## config.mk

```make
export PLATFORM = sky130hd
export DESIGN_NAME = clk_monitor
export DESIGN_NICKNAME = d
export VERILOG_FILES = /design/src/rtl/clk_monitor.sv
export SDC_FILE = /design/constraint.sdc
export NUM_CORES = 1
export LEC_CHECK = 0
export CAP_MARGIN = 15
export CORE_ASPECT_RATIO = 1.75
export CORE_MARGIN = 1
export CORE_UTILIZATION = 55
export CTS_BUF_LIST = sky130_fd_sc_hd__clkbuf_4 sky130_fd_sc_hd__clkbuf_8
export DETAILED_ROUTE_END_ITERATION = 8
export PLACE_DENSITY = 0.81
export SYNTH_ARGS = -nofsm -noshare
export SYNTH_HDL_FRONTEND = slang
export SYNTH_SLANG_ARGS = --single-unit
```

## constraint.sdc

```tcl
create_clock -name clk -period 4.5 [get_ports clk]
set_clock_uncertainty 0.1 [all_clocks]
set_input_delay 1.35 -clock clk [delete_from_list [all_inputs] [get_ports clk]]
set_output_delay 1.35 -clock clk [all_outputs]
set_load 0.02 [all_outputs]
```

## src/rtl/clk_monitor.sv

```systemverilog
// Measures high/low phases and period of an asynchronous mon_clk in clk cycles and flags short, long and stuck phases.
// Optional duty-cycle check is built only when CLK_MON_DUTY_CHECK_EN is defined.
module clk_monitor #(
    parameter int unsigned CNT_W    = 16,
    parameter int unsigned HALF_MIN = 4,
    parameter int unsigned HALF_MAX = 8,
    parameter int unsigned TIMEOUT  = 64,
    parameter int unsigned DUTY_TOL = 2
) (
    input  logic             clk,
    input  logic             rst_n,
    input  logic             en,
    input  logic             clr,
    input  logic             mon_clk,
    output logic [CNT_W-1:0] high_time,
    output logic [CNT_W-1:0] low_time,
    output logic [CNT_W:0]   period,
    output logic             meas_valid,
    output logic             err_short,
    output logic             err_long,
    output logic             err_stuck,
    output logic             err_duty
);

    if (TIMEOUT <= HALF_MAX || (TIMEOUT >> CNT_W) != 0 || (DUTY_TOL >> CNT_W) != 0) begin : g_cfg_error
        $error("clk_monitor: illegal parameter combination");
    end

    typedef enum logic [1:0] {IDLE, SYNC, MEAS_HI, MEAS_LO} state_t;

    state_t           state, state_nxt;
    logic             s_meta, s, s_d;
    logic [2:0]       fill;
    logic             rise, fall, mon_edge;
    logic [CNT_W-1:0] cnt;
    logic             stuck;
    logic             latch_hi, latch_lo, set_stuck;
    logic             phase_short, phase_long;
    logic             set_short, set_long;

    always_ff @(posedge clk or negedge rst_n) begin
        if (!rst_n) begin
            s_meta <= 1'b0;
            s      <= 1'b0;
            s_d    <= 1'b0;
            fill   <= '0;
        end else begin
            s_meta <= mon_clk;
            s      <= s_meta;
            s_d    <= s;
            fill   <= {fill[1:0], 1'b1};
        end
    end

    // Edges are ignored until s_d holds a real sample, so a high mon_clk at reset release is not taken as a rise.
    assign rise     = fill[2] & s & ~s_d;
    assign fall     = fill[2] & ~s & s_d;
    assign mon_edge = rise | fall;

    always_ff @(posedge clk or negedge rst_n) begin
        if (!rst_n) begin
            cnt <= '0;
        end else if (state == IDLE) begin
            cnt <= '0;
        end else if (mon_edge) begin
            cnt <= CNT_W'(1);
        end else if (cnt != '1) begin
            cnt <= cnt + CNT_W'(1);
        end
    end

    // A coincident edge wins over the timeout so a restarting clock is picked up straight away in SYNC.
    assign stuck = (state != IDLE) && !mon_edge && (cnt >= CNT_W'(TIMEOUT));

    always_ff @(posedge clk or negedge rst_n) begin
        if (!rst_n) state <= IDLE;
        else        state <= state_nxt;
    end

    always_comb begin
        state_nxt = state;
        latch_hi  = 1'b0;
        latch_lo  = 1'b0;
        set_stuck = 1'b0;
        if (!en) begin
            state_nxt = IDLE;
        end else if (stuck) begin
            set_stuck = 1'b1;
            state_nxt = SYNC;
        end else begin
            case (state)
                IDLE:    state_nxt = SYNC;
                SYNC:    if (rise) state_nxt = MEAS_HI;
                MEAS_HI: if (fall) begin
                    latch_hi  = 1'b1;
                    state_nxt = MEAS_LO;
                end
                MEAS_LO: if (rise) begin
                    latch_lo  = 1'b1;
                    state_nxt = MEAS_HI;
                end
                default: state_nxt = IDLE;
            endcase
        end
    end

    assign phase_short = cnt < CNT_W'(HALF_MIN);
    assign phase_long  = cnt > CNT_W'(HALF_MAX);
    assign set_short   = (latch_hi | latch_lo) & phase_short;
    assign set_long    = (latch_hi | latch_lo) & phase_long;

    always_ff @(posedge clk or negedge rst_n) begin
        if (!rst_n) begin
            high_time  <= '0;
            low_time   <= '0;
            period     <= '0;
            meas_valid <= 1'b0;
            err_short  <= 1'b0;
            err_long   <= 1'b0;
            err_stuck  <= 1'b0;
        end else begin
            meas_valid <= latch_lo;
            if (latch_hi) high_time <= cnt;
            if (latch_lo) begin
                low_time <= cnt;
                period   <= {1'b0, high_time} + {1'b0, cnt};
            end
            err_short <= set_short | (err_short & ~clr);
            err_long  <= set_long  | (err_long  & ~clr);
            err_stuck <= set_stuck | (err_stuck & ~clr);
        end
    end

`ifdef CLK_MON_DUTY_CHECK_EN
    logic [CNT_W-1:0] duty_diff;
    logic             set_duty;

    assign duty_diff = (high_time >= cnt) ? (high_time - cnt) : (cnt - high_time);
    assign set_duty  = latch_lo & (duty_diff > CNT_W'(DUTY_TOL));

    always_ff @(posedge clk or negedge rst_n) begin
        if (!rst_n) err_duty <= 1'b0;
        else        err_duty <= set_duty | (err_duty & ~clr);
    end
`else
    assign err_duty = 1'b0;
`endif

endmodule

```

==> metrics.md <==
| Metric | Value |
|---|---|
| Mapped cell area | `4040 um2` |
| Worst EP arrival | `3100 ps` |
| Share of cells above drive strength 1 | `0.0784` |
| Ys async rst share | `1.00` |
| Vias in the first global route | `3235` |
| Setup_tns | `0 ps` |
| Min Tclk post-route | `2940 ps` |
| Tightest Hold Check Type | `register to register` |
| P&R area growth vs syn | `19.8%` |
| Rows | `41` |
| Period utilization | `0.654` |
| M2 GR Usage | `0.453` |
| Placed cell count | `555` |
| HP Start | `fill[1]` |
| GRT Total Usage | `0.263` |
| Via density | `5.82` |
| Commonest non-fill, non-tap cell in the layout | `nand2_1` |
| M1 GR Usage | `0.303` |
| RSZ-0062 raised after global routing | `no` |
| Flop2flop setup slack | `1900 ps` |
| Area share of the largest cell type after synthesis | `0.476` |
| # IOs | `59` |
| Ys Warns | `0` |
| PortBufs | `57` |
| 1st-pass router iterations | `5` |
| Final Instance Area | `4840 um2` |
| DR DRC count | `0` |
| Routed WL per cell | `16.1 um` |
| Number of distinct library cells after synthesis | `54` |
| Crit Path Class | `primary input to register` |
| CP endpoint kind | `register` |
| 1st-iter DRT viols | `225` |
| DP Wirelength | `6520 um` |
| Mapped Nets | `456` |
| Slew headroom | `0.367` |
| CP max FO | `24` |
| Crit start category | `primary input` |
| DR vias | `3325` |
| Yosys top cell by area | `dfrtp_1` |
| Gp weighted congestion | `0.954` |
| Max Cap Violations | `0` |
| Syn Area/Cell | `9.36 um2` |
| Antenna Diode Count | `0` |
| Post-CTS Hold Fix Bufs | `0` |
| CTS root buffer | `clkbuf_8` |
| Pwr Total | `1350 uW` |
| Clk sinks | `77` |
| CTS resizes | `0` |
| Synth area leaders | `dfrtp_1 (48%), nand2_1 (7.6%), ha_1 (5.6%)` |
| First-pass GRT wire length | `15100 um` |
| Leak | `0.00219 uW` |
| Commonest non-fill, non-tap cells in the layout | `nand2_1 (82), dfrtp_1 (77), clkdlybuf4s50_1 (56), o21ai_0 (31), a21oi_1 (26)` |
| Final hold vios | `0` |
| GRT busiest layer | `met2` |
| Final Hold Slack | `257 ps` |
| Main synth FF type | `dfrtp_1` |
| Post-synth EDFFs | `0` |
| Peak VDD IR | `0.000218 V` |
| Max-slew violations | `0` |
| CTS buffer count | `9` |
| Met3 usage | `0.0285` |
| RR Startpoint | `cnt[0]` |
| Worst skew pair latency | `360 ps` |
| Pin count of the biggest net entering global routing | `78` |
| TritonCTS clock tree | `yes` |
| Antenna-violating nets left | `0` |
| Outcome | `finished clean` |
| CP Data Required Time | `4660 ps` |
| Synth Instances | `432` |
| Seq cells post-synth | `77` |
| Chip height | `115 um` |
| Post-Route WL | `9170 um` |
| Initial Utilization | `0.563` |
| H-tree depth | `3` |
| PwrDens | `279 nW/um2` |
| Slew @ Worst Pin | `950 ps` |
| Postcts setup bufs | `0` |
| Global route total overflow | `0` |
| Clock slew at reported path FFs | `70 ps` |
| Clock Path Buffers | `2` |
| Register area share after synthesis | `0.476` |
| Chip Width | `66.8 um` |
| Final nets | `504` |
| Finished Layout Cells | `571` |
| Critical Path Source | `en` |
| Post-Place Cell Area | `4640 um2` |
| Setup violations, final | `0` |
| Antenna violations before repair | `0` |
| FMAX | `340 MHz` |
| Core ar. | `7180 um2` |
| Die area | `7710 um2` |
-- power breakdown --
| group | internal [uW] | switching (uW) | total, uW |
|---|---|---|---|
| Clock | 282 | 255 | 537 |
| Combinational | 37.0 | 56.9 | 93.9 |
| Sequential | 706 | 15.1 | 721 |
| Total | 1020 | 327 | 1350 |
-- worst max-delay path: stages --
cell and delay, ps:
clkdlybuf4s50_1 530, inv_1 90, a211o_1 540, and2_4 310
o41ai_2 270
-- cells in the mapped netlist, drive strengths merged (5+ instances only) --
| cell | count |
|---|---|
| nand4 | 5 |
| clkbuf | 15 |
| buf | 9 |
| a21oi | 26 |
| nor3b | 5 |
| ha | 18 |
| a21boi | 5 |
| o21ai | 31 |
| dfrtp | 77 |
| o211ai | 5 |
| nor2 | 25 |
| nand2 | 82 |
| inv | 17 |
| a211oi | 9 |
| nand3 | 18 |
| mux2 | 10 |
| xnor2 | 13 |
| xor2 | 5 |
-- final cells by class --
| class | count | area, um2 |
|---|---|---|
| multi-input cells | 314 | 1950 |
| well taps | 86 | 108 |
| repair buffers | 61 | 598 |
| inverters | 17 | 63.8 |
| flip-flops and latches | 77 | 1930 |
| clock inverters | 4 | 47.5 |
| clock buffers | 12 | 153 |
| fillers | 619 | 2340 |
-- routing by layer --
layer	vias to the layer above	part of all wire
li1	1603	-
met1	1603	0.39
met2	86	0.53
met3	33	0.037
met4	0	0.040
met5	-	0
-- registers in the layout, summed over array words and instances, names as in the netlist --
signal	count
cnt	16
err_long	1
s_meta	1
low_time	16
high_time	16
period	17
fill	3
meas_valid	1
err_stuck	1
s_d	1
err_short	1
state	2
s	1
-- path summary, 6_finish.rpt --
| path | to | cells after the start |
|---|---|---|
| max in group asynchronous | low_time[14] | 1 |
| min reg2reg | fill[2] | 0 |
| max reg2reg | period[14] | 7 |
| min in group asynchronous | period[8] | 1 |
| min | fill[2] | 0 |
| max | err_short | 5 |
-- through the flow --
| stage | util | setup slack, ps |
|---|---|---|
| 3_5_place_dp | 0.647 | 1210 |
| 5_1_grt | 0.675 | 1430 |
| 4_1_cts | 0.675 | 1580 |
| 3_3_place_gp | 0.647 | 1290 |
| 2_1_floorplan | - | 2100 |
| 6_report | 0.675 | 1560 |
-- cells by family (layout without fill, tap and decap cells) --
| family | Yosys count | count (layout) | synth area share |
|---|---|---|---|
| flops | 77 | 77 | 0.476 |
| other cells | 2 | 2 | 0.00186 |
| buf+inv | 41 | 94 | 0.0430 |
| mux | 14 | 14 | 0.0377 |
| fa+ha+maj | 19 | 19 | 0.0606 |
| xor+xnor | 18 | 18 | 0.0390 |
| simple gates | 156 | 156 | 0.175 |
| compound gates | 105 | 105 | 0.166 |
Note: power is estimated with default switching activity, not from simulation.
